$ cat src/rtl/demux_dispatch_pkg.sv
// Shared types and constants for the four-lane dispatch controller.
package demux_dispatch_pkg;

    localparam int NUM_LANES = 4;
    localparam int LANE_W    = 2;

    localparam logic MODE_RR       = 1'b0;
    localparam logic MODE_EXPLICIT = 1'b1;

    typedef enum logic {
        IDLE = 1'b0,
        HOLD = 1'b1
    } dispatch_state_e;

    function automatic logic [NUM_LANES-1:0] lane_onehot(input logic [LANE_W-1:0] lane);
        return NUM_LANES'(1) << lane;
    endfunction

endpackage

$ cat src/rtl/dispatch_sat_cnt.sv
// Saturating transfer counter with a synchronous clear that beats increment.
module dispatch_sat_cnt #(
    parameter int CNT_W = 8
) (
    input  logic             clk_i,
    input  logic             rst_ni,
    input  logic             inc_i,
    input  logic             clr_i,
    output logic [CNT_W-1:0] cnt_o
);

    logic [CNT_W-1:0] r_cnt;

    always_ff @(posedge clk_i or negedge rst_ni) begin
        if (!rst_ni) begin
            r_cnt <= '0;
        end else if (clr_i) begin
            r_cnt <= '0;
        end else if (inc_i && (r_cnt != {CNT_W{1'b1}})) begin
            r_cnt <= r_cnt + CNT_W'(1);
        end
    end

    assign cnt_o = r_cnt;

endmodule

$ cat src/rtl/demux_dispatch_ctrl.sv
// Single-entry dispatcher: captures one word and steers it to one of four
// lanes (round-robin or explicit); valid/ready on both sides, per-lane counters.
module demux_dispatch_ctrl
    import demux_dispatch_pkg::*;
#(
    parameter int N     = 3,
    parameter int CNT_W = 8
) (
    input  logic                              clk_i,
    input  logic                              rst_ni,
    input  logic                              in_valid_i,
    output logic                              in_ready_o,
    input  logic [N:0]                        in_data_i,
    input  logic [LANE_W-1:0]                 in_dest_i,
    input  logic                              mode_i,
    output logic [NUM_LANES-1:0]              out_valid_o,
    input  logic [NUM_LANES-1:0]              out_ready_i,
    output logic [NUM_LANES-1:0][N:0]         out_data_o,
    output logic [LANE_W-1:0]                 sel_o,
    output logic                              busy_o,
    input  logic                              clr_cnt_i,
    output logic [NUM_LANES-1:0][CNT_W-1:0]   lane_cnt_o
);

    // Handshake rule (both sides): a word moves on a rising edge where valid
    // and ready are both high. Once out_valid_o rises it stays high with
    // stable data until the selected lane's ready completes the transfer.

    dispatch_state_e     r_state;
    dispatch_state_e     w_state_nxt;
    logic [N:0]          r_data;
    logic [LANE_W-1:0]   r_sel;
    logic [LANE_W-1:0]   r_rr_ptr;
    logic                w_drain;
    logic                w_capture;
    logic                w_ready_raw;

    assign w_drain = (r_state == HOLD) && out_ready_i[r_sel];

    // Readiness in HOLD follows the selected lane so a drain and a new
    // capture can share one edge; reset gates it off asynchronously.
    assign w_ready_raw = (r_state == IDLE) ? 1'b1 : out_ready_i[r_sel];
    assign in_ready_o  = rst_ni && w_ready_raw;
    assign w_capture   = in_valid_i && in_ready_o;

    always_comb begin
        w_state_nxt = r_state;
        case (r_state)
            IDLE: if (w_capture) w_state_nxt = HOLD;
            HOLD: if (w_drain && !w_capture) w_state_nxt = IDLE;
            default: w_state_nxt = IDLE;
        endcase
    end

    always_ff @(posedge clk_i or negedge rst_ni) begin
        if (!rst_ni) begin
            r_state  <= IDLE;
            r_data   <= '0;
            r_sel    <= '0;
            r_rr_ptr <= '0;
        end else begin
            r_state <= w_state_nxt;
            if (w_capture) begin
                r_data <= in_data_i;
                r_sel  <= (mode_i == MODE_EXPLICIT) ? in_dest_i : r_rr_ptr;
                if (mode_i == MODE_RR) begin
                    r_rr_ptr <= r_rr_ptr + LANE_W'(1);
                end
            end
        end
    end

    always_comb begin
        out_valid_o = '0;
        out_data_o  = '0;
        if (r_state == HOLD) begin
            out_valid_o       = lane_onehot(r_sel);
            out_data_o[r_sel] = r_data;
        end
    end

    assign busy_o = (r_state == HOLD);
    assign sel_o  = r_sel;

    for (genvar g = 0; g < NUM_LANES; g++) begin : g_lane_cnt
        dispatch_sat_cnt #(
            .CNT_W(CNT_W)
        ) u_cnt (
            .clk_i  (clk_i),
            .rst_ni (rst_ni),
            .inc_i  (w_drain && (r_sel == LANE_W'(g))),
            .clr_i  (clr_cnt_i),
            .cnt_o  (lane_cnt_o[g])
        );
    end

endmodule

$ cat config.mk
export PLATFORM = sky130hd
export DESIGN_NAME = demux_dispatch_ctrl
export DESIGN_NICKNAME = d
export VERILOG_FILES = /design/src/rtl/demux_dispatch_pkg.sv /design/src/rtl/dispatch_sat_cnt.sv /design/src/rtl/demux_dispatch_ctrl.sv
export SDC_FILE = /design/constraint.sdc
export NUM_CORES = 1
export LEC_CHECK = 0
export CAP_MARGIN = 10
export CORE_AREA = 2 2 107 57
export DETAILED_ROUTE_END_ITERATION = 8
export DIE_AREA = 0 0 109 59
export PLACE_DENSITY = 0.82
export REMOVE_ABC_BUFFERS = 1
export SLEW_MARGIN = 25
export SYNTH_ARGS = -nofsm -noshare
export SYNTH_HDL_FRONTEND = slang
export SYNTH_SLANG_ARGS = --single-unit
$ cat constraint.sdc
create_clock -name clk_i -period 1.6 [get_ports clk_i]
set_clock_uncertainty 0.1 [all_clocks]
set_input_delay 0.24 -clock clk_i [delete_from_list [all_inputs] [get_ports clk_i]]
set_output_delay 0.24 -clock clk_i [all_outputs]
set_load 0.02 [all_outputs]
==> flow_metrics.env, run 1 <==
export IMPL_outcome="complete, but fails checks"
export IMPL_violations="setup timing"
export IMPL_hold_path_class="input port to async pin"
export IMPL_post_place_ws_ps=-810.3
export IMPL_fin_ws_ps=-511.8
export IMPL_fp_coreArea_um2=5396
export IMPL_internal_power_uw=2713
export IMPL_cp_data_required_time_ps=1690
export IMPL_irDropWorstVdd_mv=0.5713
export IMPL_rsz0062_at_grt="yes"
export IMPL_clk_pin_slew_worst_paths_ps=100
export IMPL_power_frac_clock_pct=21.2
export IMPL_final_setup_viol_count=64
export IMPL_hold_violations=0
export IMPL_ys_seq_area_share_pct=45.78
export IMPL_cts_sinks=41
export IMPL_grt_pass1_wl_mm=13.28
export IMPL_io_pins=71
export IMPL_drv_cap=0
export IMPL_period_share_pct=132.0
export IMPL_die_x_um=109
export IMPL_synth_area_leaders="dfrtp_1 46%, and2_1 5.6%, xor2_1 4.3%, nor2_1 4.0%, mux2i_1 3.6%"
export IMPL_syn_area_um2=2241
export IMPL_wire_per_inst_um=21.60
export IMPL_grt_max_degree=41
export IMPL_num_vias=2639
export IMPL_htree_num_levels=2
export IMPL_syn_avg_cell_area_um2=9.915
export IMPL_endpoint_kind="flip-flop"
export IMPL_fin_nets=398
export IMPL_p_seq_share_pct=30.6
export IMPL_drt_total_wl_mm=9.784
export IMPL_drive_above_1_share_pct=46.05
export IMPL_area_growth_synth_to_final_pct=81.52
export IMPL_period_needed_ps=2112
export IMPL_maxSlewViolCount=0
export IMPL_final_common_cell="buf_4"
export IMPL_grt_pass1_vias=2621
export IMPL_grt_ovfl_total=0
export IMPL_slew_headroom_pct=64.06
export IMPL_antenna_found_initial=0
export IMPL_cts_buffers=5
export IMPL_holdWs_ps=153.5
export IMPL_syn_inst=226
export IMPL_clk_latency_ps=320
export IMPL_ant_nets=0
export IMPL_clock_path_buffers=2
export IMPL_fin_setup_tns_ps=-18810
export IMPL_hpwl_mm=4.798
export IMPL_final_core_util_pct=75.38
export IMPL_drc=0
export IMPL_synth_top_cell_by_area="dfrtp_1"
export IMPL_ys_warn_count=0
export IMPL_clock_fmax_mhz=473.5
export IMPL_die_h_um=59
export IMPL_fillers=315
export IMPL_rows=19
export IMPL_mostFrequentLayoutCells="74 x buf_4, 40 x dfrtp_1, 31 x dlygate4sd2_1"
export IMPL_ys_types=45
export IMPL_path_max_fanout=5
export IMPL_cts_tree="done"
export IMPL_grtUsageTotal_pct=27.67
export IMPL_port_buffers=70
export IMPL_n_antenna_cell=0
export IMPL_p_switching_uw=1550
export IMPL_crit_type="flip-flop to flip-flop"
export IMPL_initial_utilization_pct=41.53
export IMPL_crit_arrival_ps=2200
export IMPL_drt_initial_drc_count=241
export IMPL_place_congestion=0.8141
export IMPL_root_buffer="clkbuf_8"
export IMPL_post_drt_via_cell_ratio=5.826
export IMPL_yosysTopAreaCellShare_pct=45.78
export IMPL_numPlacedInstances=414
export IMPL_die_area_um2=6431
export IMPL_tightest_slew_ps=539.1
export IMPL_power_density_nw_per_um2=1048
export IMPL_power_leakage_uw=0.001974
export IMPL_ys_seq_elements=41
export IMPL_cp_start_kind="flip-flop"
export IMPL_switching_share_pct=36.35
export IMPL_combPwrFrac_pct=48.3
export IMPL_dr_pass1_iters=5
export IMPL_stdcell_count=453
## path summary, 6_finish.rpt
kind,slack [ps],cells past startpoint,startpoint,endpoint
max,-510,7,sel_o[0],sel_o[1]
min,150,2,rst_ni,sel_o[0]
max reg2reg,-510,7,sel_o[0],sel_o[1]
min reg2reg,410,1,r_rr_ptr[1],r_rr_ptr[1]
max in group asynchronous,500,3,rst_ni,sel_o[1]
min in group clk_i,410,1,r_rr_ptr[1],r_rr_ptr[1]
## layer usage
metal	vias up	global-route usage [%]	wire length, um
met5	-	0	0
met4	0	15.75	510
met3	54	4.615	679
met2	153	51.29	4912
met1	1313	30.72	3681
li1	1119	-	-
## flip-flops by register name, summed over array words and instances (netlist names)
signal                  cells
sel_o                       2
r_data                      4
r_rr_ptr                    2
busy_o                      1
g_lane_cnt.u_cnt.cnt_o     32
## kinds of logic after synthesis
kind of cell / Yosys count / synth area share [%]
buffers and inverters: 13 / 2.902
adder cells (fa/ha/maj): 4 / 2.233
AND/OR/NAND/NOR: 102 / 24.85
AO/OA/AOI/OAI: 37 / 11.22
multiplexers: 13 / 6.756
flip-flops: 41 / 45.78
XOR/XNOR: 16 / 6.253
## synth_stat cells, drive strengths merged
| master | n |
|---|---|
| dfrtp | 41 |
| nor2 | 24 |
| and2 | 20 |
| nand2 | 18 |
| xor2 | 11 |
| a21oi | 10 |
| o21ai | 9 |
| mux2i | 8 |
| nand4 | 8 |
| nand3 | 7 |
| buf | 5 |
| o31ai | 5 |
| or3 | 5 |
| xnor2 | 5 |
| clkbuf | 4 |
| ha | 4 |
| inv | 4 |
| mux2 | 4 |
| nor3 | 4 |
| or4 | 4 |
| a211oi | 3 |
| o211ai | 3 |
| a2111oi | 2 |
| and3 | 2 |
| and4 | 2 |
| and4b | 2 |
| nand2b | 2 |
| a31o | 1 |
| a31oi | 1 |
| a41o | 1 |
| and4bb | 1 |
| mux4 | 1 |
| nand4b | 1 |
| nor3b | 1 |
| nor4b | 1 |
| o2111ai | 1 |
| o311ai | 1 |
## power by group through the flow
stage          registers (uW)  clock network, uW  logic (uW)
3_3_place_gp             1270                  0        1200
6_report                 1300                903        2060
3_5_place_dp             1280                  0        1240
5_1_grt                  1310                940        2110
2_1_floorplan            1360                  0         442
4_1_cts                  1260                878        1630
## worst max-delay path, stage by stage (launching register included)
cell,delay [ps]
dfrtp_1,390
mux4_2,540
buf_4,170
o211ai_4,260
buf_6,160
buf_4,120
nand2_1,70
o21ai_0,160
## what timing repair did
item                       in CTS  in global routing
gates resized for setup       208                 39
setup buffers                  13                 17
pin swaps                      17                 12
hold buffers                    1                  0
cloned                          0                  1
setup endpoints to repair      85                 64
hold endpoints to repair        1                  0
## final cells by class
type	instances	area, um2	share of cell area [%]
Multi-Input combinational cell	172	1445	35.53
Timing Repair Buffer	155	1374	33.77
Sequential cell	41	1027	25.25
Tap cell	73	91.34	2.245
Clock buffer	5	68.82	1.692
Clock inverter	3	46.29	1.138
Inverter	4	15.01	0.3691
## metrics by stage
step | total power (uW) | instance area, um2
5_1_grt | 4358 | 4068
6_report | 4263 | 4068
3_3_place_gp | 2473 | 3383
4_1_cts | 3771 | 3775
3_5_place_dp | 2517 | 3383
2_1_floorplan | 1800 | 2191
Note: power is estimated with default switching activity, not from simulation.
==> run 2, diff against run 1 <==
--- a/config.mk
+++ b/config.mk
@@ -6,12 +6,14 @@
 export NUM_CORES = 1
 export LEC_CHECK = 0
 export CAP_MARGIN = 10
-export CORE_AREA = 2 2 107 57
+export CORE_AREA = 2 2 102 55
 export DETAILED_ROUTE_END_ITERATION = 8
-export DIE_AREA = 0 0 109 59
-export PLACE_DENSITY = 0.82
+export DIE_AREA = 0 0 104 57
+export MAX_ROUTING_LAYER = met4
+export PLACE_DENSITY = 0.85
 export REMOVE_ABC_BUFFERS = 1
 export SLEW_MARGIN = 25
 export SYNTH_ARGS = -nofsm -noshare
 export SYNTH_HDL_FRONTEND = slang
 export SYNTH_SLANG_ARGS = --single-unit
+export TNS_END_PERCENT = 20
==> constraint.sdc (replaced) <==
create_clock -name clk_i -period 2.3 [get_ports clk_i]
set_clock_uncertainty 0.1 [all_clocks]
set_input_delay 0.345 -clock clk_i [delete_from_list [all_inputs] [get_ports clk_i]]
set_output_delay 0.345 -clock clk_i [all_outputs]
set_load 0.02 [all_outputs]
==> run 2 against run 1 <==
Net effect: the run still ends with setup timing left; largest power group is now registers; sequential share of layout area up 7.2 points; combinational power fell by 66%; critical path type is now input port to primary output; count of clock-buffer cells in the layout unchanged.
==> flow_metrics.env, run 2 (synthesis gave the netlist of run 1 again) <==
export IMPL_period_share_pct=100.1
export IMPL_hold_buffers=0
export IMPL_fp_coreArea_um2=5135
export IMPL_grt_pass1_vias=1787
export IMPL_power_leakage_uw=0.001512
export IMPL_max_stage_delay_ps=520
export IMPL_path_max_fanout=2
export IMPL_fin_setup_tns_ps=-1.908
export IMPL_power_density_nw_per_um2=637.9
export IMPL_cts_buffers=5
export IMPL_drv_cap=0
export IMPL_cp_slowest_cell="mux4_1"
export IMPL_largest_reg_flops=32
export IMPL_fin_ws_ps=-1.908
export IMPL_ant_nets=0
export IMPL_crit_arrival_ps=1860
export IMPL_slew_headroom_pct=64.30
export IMPL_n_antenna_cell=0
export IMPL_outcome="complete, but fails checks"
export IMPL_crit_type="input port to primary output"
export IMPL_final_setup_viol_count=1
export IMPL_drt_total_wl_mm=5.434
export IMPL_die_area_um2=5928
export IMPL_cts_resized=14
export IMPL_cp_data_required_time_ps=1860
export IMPL_clock_fmax_mhz=434.4
export IMPL_grtUsageTotal_pct=19.44
export IMPL_area_growth_synth_to_final_pct=41.21
export IMPL_wire_per_inst_um=14.41
export IMPL_clk_latency_ps=290
export IMPL_grt_max_degree=42
export IMPL_power_uw=2018
export IMPL_violations="setup timing"
export IMPL_rsz0062_at_grt="yes"
export IMPL_die_x_um=104
export IMPL_cts_tree="done"
export IMPL_clk_pin_slew_worst_paths_ps=80
export IMPL_port_buffers=70
export IMPL_drive_above_1_share_pct=11.51
export IMPL_final_common_cell="clkdlybuf4s50_1"
export IMPL_die_h_um=57
export IMPL_endpoint_kind="primary output"
export IMPL_postCtsSetupBuffers=0
export IMPL_period_needed_ps=2302
export IMPL_worstPathCellList="clkdlybuf4s50_1 -> mux4_1 -> nand2b_1 -> and2_1 -> clkdlybuf4s15_2"
export IMPL_initial_utilization_pct=43.64
export IMPL_post_drt_via_cell_ratio=5.257
export IMPL_rows=19
export IMPL_dr_pass1_iters=4
export IMPL_fin_nets=324
export IMPL_htree_num_levels=2
export IMPL_place_congestion=0.8128
export IMPL_antenna_found_initial=0
export IMPL_drc=0
export IMPL_cts_sinks=41
export IMPL_hpwl_mm=4.096
export IMPL_tightest_slew_ps=521.9
export IMPL_num_vias=1982
export IMPL_root_buffer="clkbuf_8"
export IMPL_cp_start_kind="input port"
export IMPL_hold_violations=0
export IMPL_clock_path_buffers=2
export IMPL_irDropWorstVdd_mv=0.3373
export IMPL_io_pins=71
export IMPL_post_place_ws_ps=-307.0
export IMPL_drt_initial_drc_count=94
export IMPL_mostFrequentLayoutCells="51 x clkdlybuf4s50_1, 39 x dfrtp_1, 22 x nor2_1"
export IMPL_grt_pass1_wl_mm=8.907
export IMPL_hold_path_class="input port to async pin"
export IMPL_maxSlewViolCount=0
export IMPL_grt_ovfl_total=0
-- run 2: changes by cell type in the layout (fill, tap and decap cells not counted), moves of 11 or more --
cell             change
and2_1              +12
and2_4              -12
buf_4               -63
buf_6               -25
clkdlybuf4s50_1     +38
dlygate4sd2_1       -25
dlymetal6s2s_1      +11
-- run 2: worst max-delay path: cells and delay by family --
kind                   cells  cell delay, ps
buffers and inverters      2             660
multiplexers               1             520
AND/OR/NAND/NOR            2             330
-- run 2: cell type report --
| class | instances | area (um2) |
|---|---|---|
| timing repair buffer | 81 | 799.5 |
| clock inverter | 1 | 5.005 |
| multi-input combinational | 172 | 1156 |
| inverter | 4 | 15.01 |
| fill | 437 | 1971 |
| clock buffer | 5 | 68.82 |
| tap | 73 | 91.34 |
| sequential | 41 | 1028 |
-- run 2: where the power goes --
| part | internal, uW | switching [uW] | total (uW) | leakage [uW] |
|---|---|---|---|---|
| Clock | 200 | 223 | 423 | 0.0000399 |
| Combinational | 344 | 354 | 698 | 0.000920 |
| Sequential | 802 | 96.1 | 898 | 0.000552 |
-- run 2: metal layers --
| layer | global-route usage [%] | wire length, um | vias up |
|---|---|---|---|
| li1 | - | - | 976 |
| met1 | 28.06 | 2761 | 927 |
| met2 | 28.20 | 2338 | 74 |
| met3 | 4.800 | 313 | 5 |
| met4 | 3.475 | 21 | 0 |
| met5 | - | 0 | - |
-- run 2: final timing paths --
check / from / endpoint / slack, ps / depth (start not counted)
worst max-delay path: out_ready_i[1] / in_ready_o / -2 / 5
worst min-delay path: rst_ni / g_lane_cnt[3].u_cnt.cnt_o[4] / 90 / 2
max in group asynchronous: rst_ni / busy_o / 1620 / 2
worst max register to register: sel_o[0] / r_rr_ptr[1] / 330 / 6
worst min register to register: r_rr_ptr[1] / r_rr_ptr[1] / 380 / 1
min in group clk_i: r_rr_ptr[1] / r_rr_ptr[1] / 380 / 1
-- run 2: through the flow --
stage          cells  cell area (um2)  hold WS (ps)  utilization [%]
6_report         377             3164         92.00            61.62
3_3_place_gp     371             3060         356.5            59.60
5_1_grt          377             3164         136.8            61.62
2_1_floorplan    217             2191        -50.59                -
3_5_place_dp     371             3060         377.7            59.60
4_1_cts          377             3137         118.8            61.09
==> run 3, diff against run 2 <==
--- a/config.mk
+++ b/config.mk
@@ -9,6 +9,7 @@
 export CORE_AREA = 2 2 102 55
 export DETAILED_ROUTE_END_ITERATION = 8
 export DIE_AREA = 0 0 104 57
+export HOLD_SLACK_MARGIN = 0.15
 export MAX_ROUTING_LAYER = met4
 export PLACE_DENSITY = 0.85
 export REMOVE_ABC_BUFFERS = 1
==> run 3 against run 2 <==
Net effect: the run still ends with setup timing left; register-to-register slack is essentially flat; fmax is essentially flat; first-iteration DRC count is 4.3% lower; combinational power barely moved; wire length hardly changed; worst setup slack worse by 1.1 ps; via count grew 0.45%; design area is 0.32% higher; non-clock buffer count rose by 1; largest cell class unchanged.
==> flow_metrics.env, run 3 (synthesis gave the netlist of run 1 again) <==
export IMPL_hold_path_class="flip-flop to flip-flop"
export IMPL_grt_ovfl_total=0
export IMPL_largest_reg_flops=32
export IMPL_die_x_um=104
export IMPL_cp_start_kind="input port"
export IMPL_cp_data_required_time_ps=1860
export IMPL_fp_coreArea_um2=5135
export IMPL_rr_startpoint="sel_o[0]"
export IMPL_fillers=436
export IMPL_dpl_cell_area_um2=3060
export IMPL_num_vias=1991
export IMPL_min_from="r_rr_ptr[1]"
export IMPL_crit_type="input port to primary output"
export IMPL_critPathLaunch="out_ready_i[1]"
export IMPL_rows=19
export IMPL_stdcell_count=378
export IMPL_drt_initial_drc_count=90
export IMPL_endpoint_kind="primary output"
export IMPL_rsz0062_at_grt="yes"
export IMPL_grt_pass1_wl_mm=8.928
export IMPL_cts_tree="done"
export IMPL_period_share_pct=100.1
export IMPL_mostFrequentLayoutCells="51 x clkdlybuf4s50_1, 39 x dfrtp_1, 22 x nor2_1"
export IMPL_postCtsSetupBuffers=0
export IMPL_ant_nets=0
export IMPL_drive_above_1_share_pct=11.48
export IMPL_hold_violations=0
export IMPL_final_setup_viol_count=1
export IMPL_clk_latency_ps=290
export IMPL_outcome="complete, but fails checks"
export IMPL_post_drt_via_cell_ratio=5.267
export IMPL_wire_per_inst_um=14.39
export IMPL_place_congestion=0.8128
export IMPL_initial_utilization_pct=43.64
export IMPL_grt_pass1_vias=1796
export IMPL_period_needed_ps=2303
export IMPL_area_growth_synth_to_final_pct=41.65
export IMPL_cts_sinks=41
export IMPL_final_core_util_pct=61.82
export IMPL_power_density_nw_per_um2=637.2
export IMPL_numPlacedInstances=371
export IMPL_dr_pass1_iters=4
export IMPL_violations="setup timing"
export IMPL_post_place_ws_ps=-307.0
export IMPL_antenna_found_initial=0
export IMPL_path_max_fanout=2
export IMPL_power_leakage_uw=0.001516
export IMPL_regArea_um2=1028
export IMPL_multi_input_area_um2=1156
export IMPL_grt_max_degree=42
export IMPL_power_uw=2023
export IMPL_fin_ws_ps=-2.967
export IMPL_drt_total_wl_mm=5.439
export IMPL_maxSlewViolCount=0
export IMPL_slew_headroom_pct=64.34
export IMPL_die_h_um=57
export IMPL_clock_fmax_mhz=434.2
export IMPL_final_common_cell="clkdlybuf4s50_1"
export IMPL_io_pins=71
export IMPL_root_buffer="clkbuf_8"
export IMPL_htree_num_levels=2
export IMPL_clk_pin_slew_worst_paths_ps=70
export IMPL_hpwl_mm=4.096
export IMPL_grtUsageTotal_pct=19.47
export IMPL_port_buffers=70
export IMPL_cts_buffers=5
export IMPL_drv_cap=0
export IMPL_tightest_slew_ps=521.5
export IMPL_irDropWorstVdd_mv=0.3375
export IMPL_crit_arrival_ps=1860
export IMPL_n_antenna_cell=0
export IMPL_clock_path_buffers=2
export IMPL_die_area_um2=5928
export IMPL_fin_nets=325
export IMPL_drc=0
export IMPL_stdcell_area_um2=3174
## run 3: cell count changes in the layout (fill, tap and decap cells not counted)
cell           delta
dlygate4sd3_1     +1
## run 3: final timing paths
kind                                                end  slack (ps)  cells past startpoint
setup / recovery                             in_ready_o          -3                      5
setup reg to reg                            r_rr_ptr[1]         320                      6
hold / removal                              r_rr_ptr[1]         380                      1
min in group asynchronous  g_lane_cnt[3].u_cnt.cnt_o[4]         650                      3
hold reg to reg                             r_rr_ptr[1]         380                      1
max in group asynchronous                        busy_o        1060                      3
## run 3: final cells by class
type                       count  area share (%)
tap                           73           2.877
clock buffer                   5           2.168
multi-input combinational    172           36.42
timing repair buffer          82           25.50
clock inverter                 1          0.1577
sequential                    41           32.40
inverter                       4          0.4730
## run 3: repair_timing
item,CTS,global route
resized for setup,14,11
endpoints found under the setup margin,17,12
hold buffers,1,0
pin swaps,0,0
endpoints found under the hold margin,41,0
## run 3: critical path, stage by stage
cell	delay [ps]
clkdlybuf4s50_1	410
mux4_1	520
nand2b_1	170
and2_1	160
clkdlybuf4s15_2	250
## run 3: stage by stage
| stage | hold slack [ps] | TNS, ps |
|---|---|---|
| 3_3_place_gp | 356.5 | -279.4 |
| 5_1_grt | 407.3 | -51.78 |
| 2_1_floorplan | -50.59 | 0 |
| 3_5_place_dp | 377.7 | -398.2 |
| 6_report | 380.9 | -2.967 |
| 4_1_cts | 387.2 | -19.14 |
## run 3: per-layer routing
layer | track usage [%] | routed length [um]
met3 | 4.800 | 345
met4 | 3.475 | 21
met5 | - | 0
met1 | 28.06 | 2742
met2 | 28.29 | 2331
## run 3: report_power, final
part,switching [uW],internal [uW],total (uW)
Combinational,355,345,700
Sequential,97.1,802,899
Clock,224,200,424
